[config.mk]
export PLATFORM = sky130hd
export DESIGN_NAME = idli_fetch_m_flat
export DESIGN_NICKNAME = d
export VERILOG_FILES = /design/src/rtl/idli_fetch_if.sv /design/src/rtl/idli_fetch_m.sv /design/src/flat_wrapper.sv
export SDC_FILE = /design/constraint.sdc
export NUM_CORES = 1
export LEC_CHECK = 0
export BUFFER_PORTS_ARGS = -buffer_cell sky130_fd_sc_hd__buf_2
export CORE_AREA = 3 3 95 97
export DETAILED_ROUTE_END_ITERATION = 10
export DIE_AREA = 0 0 98 100
export PLACE_DENSITY = 0.58
export SYNTH_ARGS = -nofsm -noshare
export SYNTH_HDL_FRONTEND = slang
export SYNTH_SLANG_ARGS = --single-unit
[constraint.sdc]
create_clock -name i_dcd_gck -period 4 [get_ports i_dcd_gck]
set_input_delay 0.2 -clock i_dcd_gck [delete_from_list [all_inputs] [get_ports i_dcd_gck]]
set_output_delay 0.2 -clock i_dcd_gck [all_outputs]
set_load 0.02 [all_outputs]
[src/rtl/idli_fetch_if.sv]
// Fetch-unit bus bundle: SQI SRAM pins, backend control and decoder nibble stream.
// master = fetch sequencer, slave = SRAM pads / decoder / execute side.
interface idli_fetch_if;
  logic        o_fch_sqi_cs_n;
  logic        o_fch_sqi_sck_en;
  logic        o_fch_sqi_oe;
  logic [3:0]  o_fch_sqi_data;
  logic [3:0]  i_fch_sqi_data;
  logic        i_fch_stall;
  logic        i_fch_redirect;
  logic [15:0] i_fch_redirect_pc;
  logic [3:0]  o_dcd_enc;
  logic        o_dcd_enc_vld;
  logic [15:0] o_fch_pc;

  modport master (
    output o_fch_sqi_cs_n, o_fch_sqi_sck_en, o_fch_sqi_oe, o_fch_sqi_data,
    output o_dcd_enc, o_dcd_enc_vld, o_fch_pc,
    input  i_fch_sqi_data, i_fch_stall, i_fch_redirect, i_fch_redirect_pc
  );

  modport slave (
    input  o_fch_sqi_cs_n, o_fch_sqi_sck_en, o_fch_sqi_oe, o_fch_sqi_data,
    input  o_dcd_enc, o_dcd_enc_vld, o_fch_pc,
    output i_fch_sqi_data, i_fch_stall, i_fch_redirect, i_fch_redirect_pc
  );
endinterface

[src/rtl/idli_fetch_m.sv]
// Instruction fetch sequencer: issues a quad-mode SQI read burst and streams
// the returned nibbles, MSB first, to the decoder; redirects restart the burst.
module idli_fetch_m #(
  parameter logic [15:0] RESET_PC      = 16'h0000,
  parameter logic [7:0]  RD_CMD        = 8'h03,
  parameter int          DUMMY_NIBBLES = 2
) (
  input  logic         i_dcd_gck,
  input  logic         i_dcd_rst_n,
  idli_fetch_if.master fch
);

  typedef enum logic [2:0] {
    ST_IDLE  = 3'd0,
    ST_CMD   = 3'd1,
    ST_ADDR  = 3'd2,
    ST_DUMMY = 3'd3,
    ST_DATA  = 3'd4
  } state_t;

  localparam logic [2:0] DUMMY_LAST = 3'(DUMMY_NIBBLES - 1);

  state_t      r_state;
  state_t      w_state_nxt;
  logic [2:0]  r_cnt;
  logic [2:0]  w_cnt_nxt;
  logic [15:0] r_fetch_pc;
  logic [15:0] r_pc;
  logic [1:0]  r_idx;
  logic [3:0]  r_enc;
  logic        r_vld;
  logic        w_sample;
  logic [23:0] w_addr;
  logic [3:0]  w_addr_nib [8];

  // Byte address of the word PC, split into nibbles indexed by the phase counter.
  assign w_addr = {7'b0, r_fetch_pc, 1'b0};
  for (genvar gi = 0; gi < 8; gi++) begin : g_addr_nib
    if (gi < 6) begin : g_nib
      assign w_addr_nib[gi] = w_addr[23-4*gi -: 4];
    end else begin : g_pad
      assign w_addr_nib[gi] = 4'h0;
    end
  end

  always_ff @(posedge i_dcd_gck or negedge i_dcd_rst_n) begin
    if (!i_dcd_rst_n) begin
      r_state <= ST_IDLE;
      r_cnt   <= 3'd0;
    end else begin
      r_state <= w_state_nxt;
      r_cnt   <= w_cnt_nxt;
    end
  end

  always_comb begin
    w_state_nxt = r_state;
    w_cnt_nxt   = r_cnt + 3'd1;
    case (r_state)
      ST_IDLE: begin
        w_state_nxt = ST_CMD;
        w_cnt_nxt   = 3'd0;
      end
      ST_CMD: if (r_cnt == 3'd1) begin
        w_state_nxt = ST_ADDR;
        w_cnt_nxt   = 3'd0;
      end
      ST_ADDR: if (r_cnt == 3'd5) begin
        w_state_nxt = ST_DUMMY;
        w_cnt_nxt   = 3'd0;
      end
      ST_DUMMY: if (r_cnt == DUMMY_LAST) begin
        w_state_nxt = ST_DATA;
        w_cnt_nxt   = 3'd0;
      end
      ST_DATA: w_cnt_nxt = 3'd0;
      default: begin
        w_state_nxt = ST_IDLE;
        w_cnt_nxt   = 3'd0;
      end
    endcase
    if (fch.i_fch_redirect) begin
      w_state_nxt = ST_IDLE;
      w_cnt_nxt   = 3'd0;
    end
  end

  always_comb begin
    fch.o_fch_sqi_cs_n   = 1'b1;
    fch.o_fch_sqi_sck_en = 1'b0;
    fch.o_fch_sqi_oe     = 1'b0;
    fch.o_fch_sqi_data   = 4'h0;
    case (r_state)
      ST_CMD: begin
        fch.o_fch_sqi_cs_n   = 1'b0;
        fch.o_fch_sqi_sck_en = 1'b1;
        fch.o_fch_sqi_oe     = 1'b1;
        fch.o_fch_sqi_data   = r_cnt[0] ? RD_CMD[3:0] : RD_CMD[7:4];
      end
      ST_ADDR: begin
        fch.o_fch_sqi_cs_n   = 1'b0;
        fch.o_fch_sqi_sck_en = 1'b1;
        fch.o_fch_sqi_oe     = 1'b1;
        fch.o_fch_sqi_data   = w_addr_nib[r_cnt];
      end
      ST_DUMMY: begin
        fch.o_fch_sqi_cs_n   = 1'b0;
        fch.o_fch_sqi_sck_en = 1'b1;
      end
      ST_DATA: begin
        fch.o_fch_sqi_cs_n   = 1'b0;
        fch.o_fch_sqi_sck_en = ~fch.i_fch_stall;
      end
      default: ;
    endcase
  end

  assign w_sample = (r_state == ST_DATA) && !fch.i_fch_stall && !fch.i_fch_redirect;

  // r_pc tags the nibble being presented; r_fetch_pc tracks the nibble being sampled.
  always_ff @(posedge i_dcd_gck or negedge i_dcd_rst_n) begin
    if (!i_dcd_rst_n) begin
      r_enc      <= 4'h0;
      r_vld      <= 1'b0;
      r_pc       <= RESET_PC;
      r_fetch_pc <= RESET_PC;
      r_idx      <= 2'd0;
    end else if (fch.i_fch_redirect) begin
      r_vld      <= 1'b0;
      r_pc       <= fch.i_fch_redirect_pc;
      r_fetch_pc <= fch.i_fch_redirect_pc;
      r_idx      <= 2'd0;
    end else if (w_sample) begin
      r_enc <= fch.i_fch_sqi_data;
      r_vld <= 1'b1;
      r_pc  <= r_fetch_pc;
      r_idx <= r_idx + 2'd1;
      if (r_idx == 2'd3) begin
        r_fetch_pc <= r_fetch_pc + 16'd1;
      end
    end else begin
      r_vld <= 1'b0;
    end
  end

  assign fch.o_dcd_enc     = r_enc;
  assign fch.o_dcd_enc_vld = r_vld;
  assign fch.o_fch_pc      = r_pc;

endmodule
[src/flat_wrapper.sv]
// flat-port wrapper written by rule: the top's interface ports become plain ports
module idli_fetch_m_flat 
#(
  parameter logic [15:0] RESET_PC      = 16'h0000,
  parameter logic [7:0]  RD_CMD        = 8'h03,
  parameter int          DUMMY_NIBBLES = 2
)
  (i_dcd_gck, i_dcd_rst_n, fch_o_fch_sqi_cs_n, fch_o_fch_sqi_sck_en, fch_o_fch_sqi_oe, fch_o_fch_sqi_data, fch_o_dcd_enc, fch_o_dcd_enc_vld, fch_o_fch_pc, fch_i_fch_sqi_data, fch_i_fch_stall, fch_i_fch_redirect, fch_i_fch_redirect_pc);
  idli_fetch_if fch_i ();
  input  logic i_dcd_gck;
  input  logic i_dcd_rst_n;
  output wire logic [$bits(fch_i.o_fch_sqi_cs_n)-1:0] fch_o_fch_sqi_cs_n;
  output wire logic [$bits(fch_i.o_fch_sqi_sck_en)-1:0] fch_o_fch_sqi_sck_en;
  output wire logic [$bits(fch_i.o_fch_sqi_oe)-1:0] fch_o_fch_sqi_oe;
  output wire logic [$bits(fch_i.o_fch_sqi_data)-1:0] fch_o_fch_sqi_data;
  output wire logic [$bits(fch_i.o_dcd_enc)-1:0] fch_o_dcd_enc;
  output wire logic [$bits(fch_i.o_dcd_enc_vld)-1:0] fch_o_dcd_enc_vld;
  output wire logic [$bits(fch_i.o_fch_pc)-1:0] fch_o_fch_pc;
  input wire logic [$bits(fch_i.i_fch_sqi_data)-1:0] fch_i_fch_sqi_data;
  input wire logic [$bits(fch_i.i_fch_stall)-1:0] fch_i_fch_stall;
  input wire logic [$bits(fch_i.i_fch_redirect)-1:0] fch_i_fch_redirect;
  input wire logic [$bits(fch_i.i_fch_redirect_pc)-1:0] fch_i_fch_redirect_pc;
  assign fch_o_fch_sqi_cs_n = fch_i.o_fch_sqi_cs_n;
  assign fch_o_fch_sqi_sck_en = fch_i.o_fch_sqi_sck_en;
  assign fch_o_fch_sqi_oe = fch_i.o_fch_sqi_oe;
  assign fch_o_fch_sqi_data = fch_i.o_fch_sqi_data;
  assign fch_o_dcd_enc = fch_i.o_dcd_enc;
  assign fch_o_dcd_enc_vld = fch_i.o_dcd_enc_vld;
  assign fch_o_fch_pc = fch_i.o_fch_pc;
  assign fch_i.i_fch_sqi_data = fch_i_fch_sqi_data;
  assign fch_i.i_fch_stall = fch_i_fch_stall;
  assign fch_i.i_fch_redirect = fch_i_fch_redirect;
  assign fch_i.i_fch_redirect_pc = fch_i_fch_redirect_pc;
  idli_fetch_m #(.RESET_PC(RESET_PC), .RD_CMD(RD_CMD), .DUMMY_NIBBLES(DUMMY_NIBBLES)) u_core (.i_dcd_gck(i_dcd_gck), .i_dcd_rst_n(i_dcd_rst_n), .fch(fch_i));
endmodule
==> metrics, run 1 <==
status finished, final reports clean; top cell type's share of synthesized area 0.4550; gpl congestion 0.7593; clock sinks 45; peak supply drop 143.1 µV; Nets 336; die span in x 98 µm; dpl hpwl 4.319 mm; Pre-antenna DRT Iters 4; Final setup viols 0; CP Launch Type flip-flop; Worst Skew 12.26 ps; Post-synth ARST share 1.000; Top delay family on crit path simple AND/OR/NAND/NOR gates; Int Pwr 749.5 µW; sequential area share after synthesis 0.4550; GR Overflow Total 0; setup_tns 0 ps; sequential power share 0.499; Final Critical Period 2357 ps; Ports 52; Net Count, Synth 294; Tightest Pin Transition 1052 ps; Comb power frac 0.168; Die Area 9800 µm²; Min-Delay Path Class in2async; CP Cell Sequence or4b_4 > nor4_4 > mux2_2 > a221oi_1; Clk network pwr share 0.333; synth-to-layout area growth 17.29%; layout cells sized above 1 0.2412; Req. time, crit path 4210 ps; Post-CTS Resized 0; Commonest cells post-synth 45 x dfrtp_1, 43 x nand2_1, 25 x nor2_1; post-CTS setup buffers 0; #FFs+latches synth 45; Top FF cell, synth dfrtp_1; CTS Buf Count 5; Die Y 100 µm; Leak 0.001261 µW; Core Footprint 8217 µm²; maximum number of pins on one net before global-route repair 46; routed vias 2099; Clock Tree Buf Depth 2; post-synth top area cell dfrtp_1; ant diodes 0; CP max stage cell or4b_4; post-route setup slack 1643 ps; Avg Synthesized Cell Area 9.235 µm²; Buf+Inv Stages, Crit Path 0; initial antenna violation count 0; clk_lat worst skew 310 ps; row cnt 33; DRT iter0 DRCs 132; buffers added on ports 51; Initial Utilization 0.3012; slew margin rel. 0.2989; H-tree levels 2; gr usage total 0.1297; critical path endpoint category flip-flop; Post-synth EDFFs 0; detailed-route wire length per cell 14.73 µm; vias in the first global route 2105; gate count of the mapped netlist 268; switching share of power 0.3039; Final Hold Viols 0; CTS root buf clkbuf_8; FMAX 424.3 MHz; fin crit share 0.5892; Critical Path Max Stage Delay 690 ps; Setup Slack @ Placement 1660 ps; Routed Antenna Nets 0; Net Switching 327.3 µW; clk slew on worst S/H paths 100 ps; crit path DAT 2570 ps; unrepaired setup endpoints after global routing no; Pwr Density 371.0 nW/µm²; CTS tree built; Yosys Warn Count 0; Cell variety after synth 45; top-count cell post-synth dfrtp_1; final WL 6.129 mm; largest fanout on the critical path 24; critical path class reg2reg; Cell Area, Synth 2475 µm²; maxcap violations 0; synth top area cells dfrtp_1 46%, nand2_1 6.5%, a31oi_1 4.0%, nor2_1 3.8%, mux2i_1 3.6%; DR vias/cell 5.046; hold_buf cts 0; max-slew violation count 0; first-pass GRT wire length 10.53 mm; Post-route DRC 0
==> registers in the layout, summed over array words and instances, names as in the netlist <==
name and cells:
u_core.fch.o_dcd_enc 4, u_core.fch.o_dcd_enc_vld 1, u_core.fch.o_fch_pc 16, u_core.r_cnt 3, u_core.r_fetch_pc 16, u_core.r_idx 2
u_core.r_state 3
==> stage by stage <==
stage / power [µW] / area, µm² / utilization / cells / hold WS [ps]
CTS: 1088 / 2903 / 0.3533 / 416 / 108.1
global route: 1131 / 2903 / 0.3533 / 416 / 126.0
floorplan: 658.5 / 2475 / - / 268 / -95.59
finish: 1077 / 2903 / 0.3533 / 416 / 57.20
global placement: 725.8 / 2788 / 0.3393 / 408 / 433.6
detailed placement: 728.7 / 2788 / 0.3393 / 408 / 437.5
==> worst reg2reg max path: cells and delay by family (launching register included) <==
family | cells | cell delay (ps)
and+or+nand+nor | 2 | 1100
DFF | 1 | 570
AOI/OAI and AO/OA | 1 | 210
muxes | 1 | 370
==> per-layer routing <==
metal	vias up	GRT usage	wire [µm]
li1	1042	-	-
met1	1004	0.1843	2969
met2	47	0.2079	2871
met3	6	0.02293	234
met4	0	0.02875	53
met5	-	0	0
==> cells by family after synthesis <==
logic type,share of synthesized area
AND/OR/NAND/NOR,0.2634
AO/OA/AOI/OAI,0.1213
flip-flops,0.4550
buffers and inverters,0.04045
multiplexers,0.06370
XOR/XNOR,0.04601
adder cells (fa/ha/maj),0.01011
==> worst paths after layout <==
kind                       cells after the start                                start  slack, ps                                  end
max                                            4        u_core.r_state[2]$_DFFE_PN0P_       1640    u_core.r_fetch_pc[14]$_DFFE_PN0P_
min                                            1                          i_dcd_rst_n         60        u_core.r_state[1]$_DFFE_PN0P_
max reg2reg                                    4        u_core.r_state[2]$_DFFE_PN0P_       1640    u_core.r_fetch_pc[14]$_DFFE_PN0P_
min reg2reg                                    1  u_core.fch.o_dcd_enc[2]$_DFFE_PN0P_        510  u_core.fch.o_dcd_enc[2]$_DFFE_PN0P_
max in group asynchronous                      1                          i_dcd_rst_n       3270     u_core.r_fetch_pc[8]$_DFFE_PN0P_
min in group i_dcd_gck                         2                fch_i_fch_sqi_data[0]        120  u_core.fch.o_dcd_enc[0]$_DFFE_PN0P_
==> power by group through the flow <==
stage | Clock, µW | Combinational (µW) | Sequential, µW
detailed placement | 0 | 183 | 546
floorplan | 0 | 112 | 546
global placement | 0 | 181 | 545
finish | 359 | 181 | 537
CTS | 367 | 184 | 537
global route | 385 | 202 | 544
==> placed cells by master, fill, tap and decap left out, drive strengths merged, types with 4 or more instances in the layout <==
cell type and n:
nor4 5, nor2 25, clkbuf 5, nor2b 4
nor3b 4, buf 53, nand3 8, a21oi 17
nand2b 4, a31oi 16, nand4 6, xor2 8
mux2 6, dfrtp 45, nand2 43, and3 6
mux2i 9, xnor2 5, nor3 8
==> area by class of cell <==
class,instances,area (µm²)
clock inverter,3,46.29
fill,871,5314
timing repair buffer,53,270.3
multi-input combinational,202,1249
inverter,3,11.26
tap,105,131.4
sequential,45,1126
clock buffer,5,68.82
Note: power is estimated with default switching activity, not from simulation.
==> inputs of run 2 (changes only) <==
==> constraint.sdc (replaced) <==
create_clock -name i_dcd_gck -period 2.2 [get_ports i_dcd_gck]
set_input_delay 0.11 -clock i_dcd_gck [delete_from_list [all_inputs] [get_ports i_dcd_gck]]
set_output_delay 0.11 -clock i_dcd_gck [all_outputs]
set_load 0.02 [all_outputs]
==> metrics, run 2 (synthesized netlist as in run 1, its figures left out) <==
status finished, final reports clean; # placed instances 419 (+2.7%); post-CTS setup buffers 0 (unchanged); crit path DAT 2260 ps (-310 ps); Tot Pwr 1987 µW (+84%); final WL 6.341 mm (+3.5%); post-route setup slack 133.1 ps (-1510 ps); largest fanout on the critical path 18 (-25%); most common cell after layout, fill and taps aside buf_2; unrepaired setup endpoints after global routing no; slew margin rel. 0.5960 (+0.2971); Fill cells 855 (-1.8%); buffers added on ports 51 (unchanged); Clock Tree Buf Depth 2 (unchanged); CTS root buf clkbuf_8; fin crit share 0.9395 (+0.3503); Final Critical Period 2067 ps (-289.8 ps); Initial Utilization 0.3012 (unchanged); area occupied by multi-input gates 1249 µm² (unchanged); vias in the first global route 2129 (+1.1%); Min-Delay Path Class in2reg; Die Area 9800 µm² (unchanged); clock sinks 45 (unchanged); most frequent cells in the layout 51 x buf_2, 45 x dfrtp_1, 43 x nand2_1; initial antenna violation count 0 (unchanged); row cnt 33 (unchanged); clk_lat worst skew 300 ps (about the same); Crit. Startpoint u_core.r_state[1]$_DFFE_PN0P_; H-tree levels 2 (unchanged); Nets 348 (+3.6%); CTS tree built; gr usage total 0.1322 (+0.002465); Hold Path End u_core.fch.o_dcd_enc[0]$_DFFE_PN0P_; Core Footprint 8217 µm² (unchanged); critical path endpoint category flip-flop; max-slew violation count 0 (unchanged); layout cells sized above 1 0.2632 (+0.02200); non-filler cells, final 428 (+2.9%); r2r endpoint u_core.fch.o_dcd_enc[2]$_DFFE_PN0P_; die span in x 98 µm (unchanged); clk slew on worst S/H paths 90 ps (about the same); Tightest Pin Transition 606.0 ps (-445.6 ps); Ports 52 (unchanged); r2r setup slk 130 ps (-1510 ps); maximum number of pins on one net before global-route repair 46 (unchanged); Pwr Density 663.0 nW/µm² (+79%); detailed-route wire length per cell 14.82 µm (+0.56%); Req. time, crit path 2390 ps (-1820 ps); Critical Path Max Stage Delay 610 ps (-80 ps); peak supply drop 304.5 µV (+110%); DR vias/cell 5.051 (+0.11%); synth-to-layout area growth 21.08%; ant diodes 0 (unchanged); Post-route DRC 0 (unchanged); FMAX 483.8 MHz (+14%); Die Y 100 µm (unchanged); setup_tns 0 ps (unchanged); DRT iter0 DRCs 96 (-27%); Routed Antenna Nets 0 (unchanged); Pre-antenna DRT Iters 4 (unchanged); maxcap violations 0 (unchanged); dpl hpwl 4.553 mm (+5.4%); first-pass GRT wire length 10.72 mm (+1.8%); gpl congestion 0.8298 (+9.3%); Worst Skew 8.870 ps (-3.391 ps); Final Hold Viols 0 (unchanged); CP Launch Type flip-flop; Worst Hold Depth 2; Setup Slack @ Placement 110.0 ps (-1550 ps); routed vias 2162 (+3.0%); GR Overflow Total 0 (unchanged); Leak 0.001323 µW (+5.0%); critical path class reg2reg; CP Cell Sequence or4b_4 > buf_4 > nor2_1 > mux2_2; R2R depth 4 (unchanged); CTS Buf Count 5 (unchanged); CP max stage cell or4b_4; r2r startpoint u_core.r_state[1]$_DFFE_PN0P_; Hold Path Origin fch_i_fch_sqi_data[0]; Final setup viols 0 (unchanged); Reg area 1126 µm² (unchanged)
run 2: cell count changes in the layout (fill, tap and decap cells not counted), sizes merged:
cell         change
clkinv           -1
clkbuf           +2
buf             +11
clkinvlp         -1
dlygate4sd3      +1
run 2: worst max-delay path by stage:
stage	end	depth (start not counted)
5_1_grt	u_core.r_fetch_pc[14]$_DFFE_PN0P_	4
3_3_place_gp	u_core.fch.o_dcd_enc[1]$_DFFE_PN0P_	4
6_report	u_core.fch.o_dcd_enc[2]$_DFFE_PN0P_	4
2_1_floorplan	u_core.r_fetch_pc[14]$_DFFE_PN0P_	6
4_1_cts	u_core.fch.o_dcd_enc[2]$_DFFE_PN0P_	4
3_5_place_dp	u_core.fch.o_dcd_enc[2]$_DFFE_PN0P_	4
run 2: metal layers:
metal / global-route usage / share of wire / vias up
met5: 0 / 0 / -
met4: 0.03834 / 0.017 / 0
met3: 0.02154 / 0.034 / 10
met2: 0.2031 / 0.45 / 51
met1: 0.1922 / 0.50 / 1037
li1: - / - / 1064
run 2: timing repair:
item	in CTS	in global routing
resized for setup	0	0
hold buffers	1	0
hold endpoints to repair	45	0
run 2: cell type report:
cell class	instances	area share
well taps	105	0.04384
flip-flops and latches	45	0.3758
multi-input cells	202	0.4167
repair buffers	65	0.1211
clock buffers	7	0.02881
inverters	3	0.003758
clock inverters	1	0.01002
run 2: stage by stage:
stage               hold WS [ps]    util  instance area, µm²
floorplan                 -185.6       -                2475
global placement           249.9  0.3493                2870
detailed placement         250.1  0.3493                2870
CTS                        32.27  0.3647                2997
global route               44.60  0.3647                2997
finish                     35.37  0.3647                2997
run 2: worst max-delay path: cells and delay by family, from the launching register on:
kind,cells,cell delay [ps]
and+or+nand+nor,2,940
buffers and inverters,1,250
DFF,1,380
muxes,1,380
run 2: report_power, final:
part / leakage, µW / total, µW / internal (µW) / switching (µW)
sequential: 0.000540 / 967 / 890 / 76.3
combinational: 0.000725 / 356 / 146 / 210
clock: 0.0000585 / 664 / 371 / 293
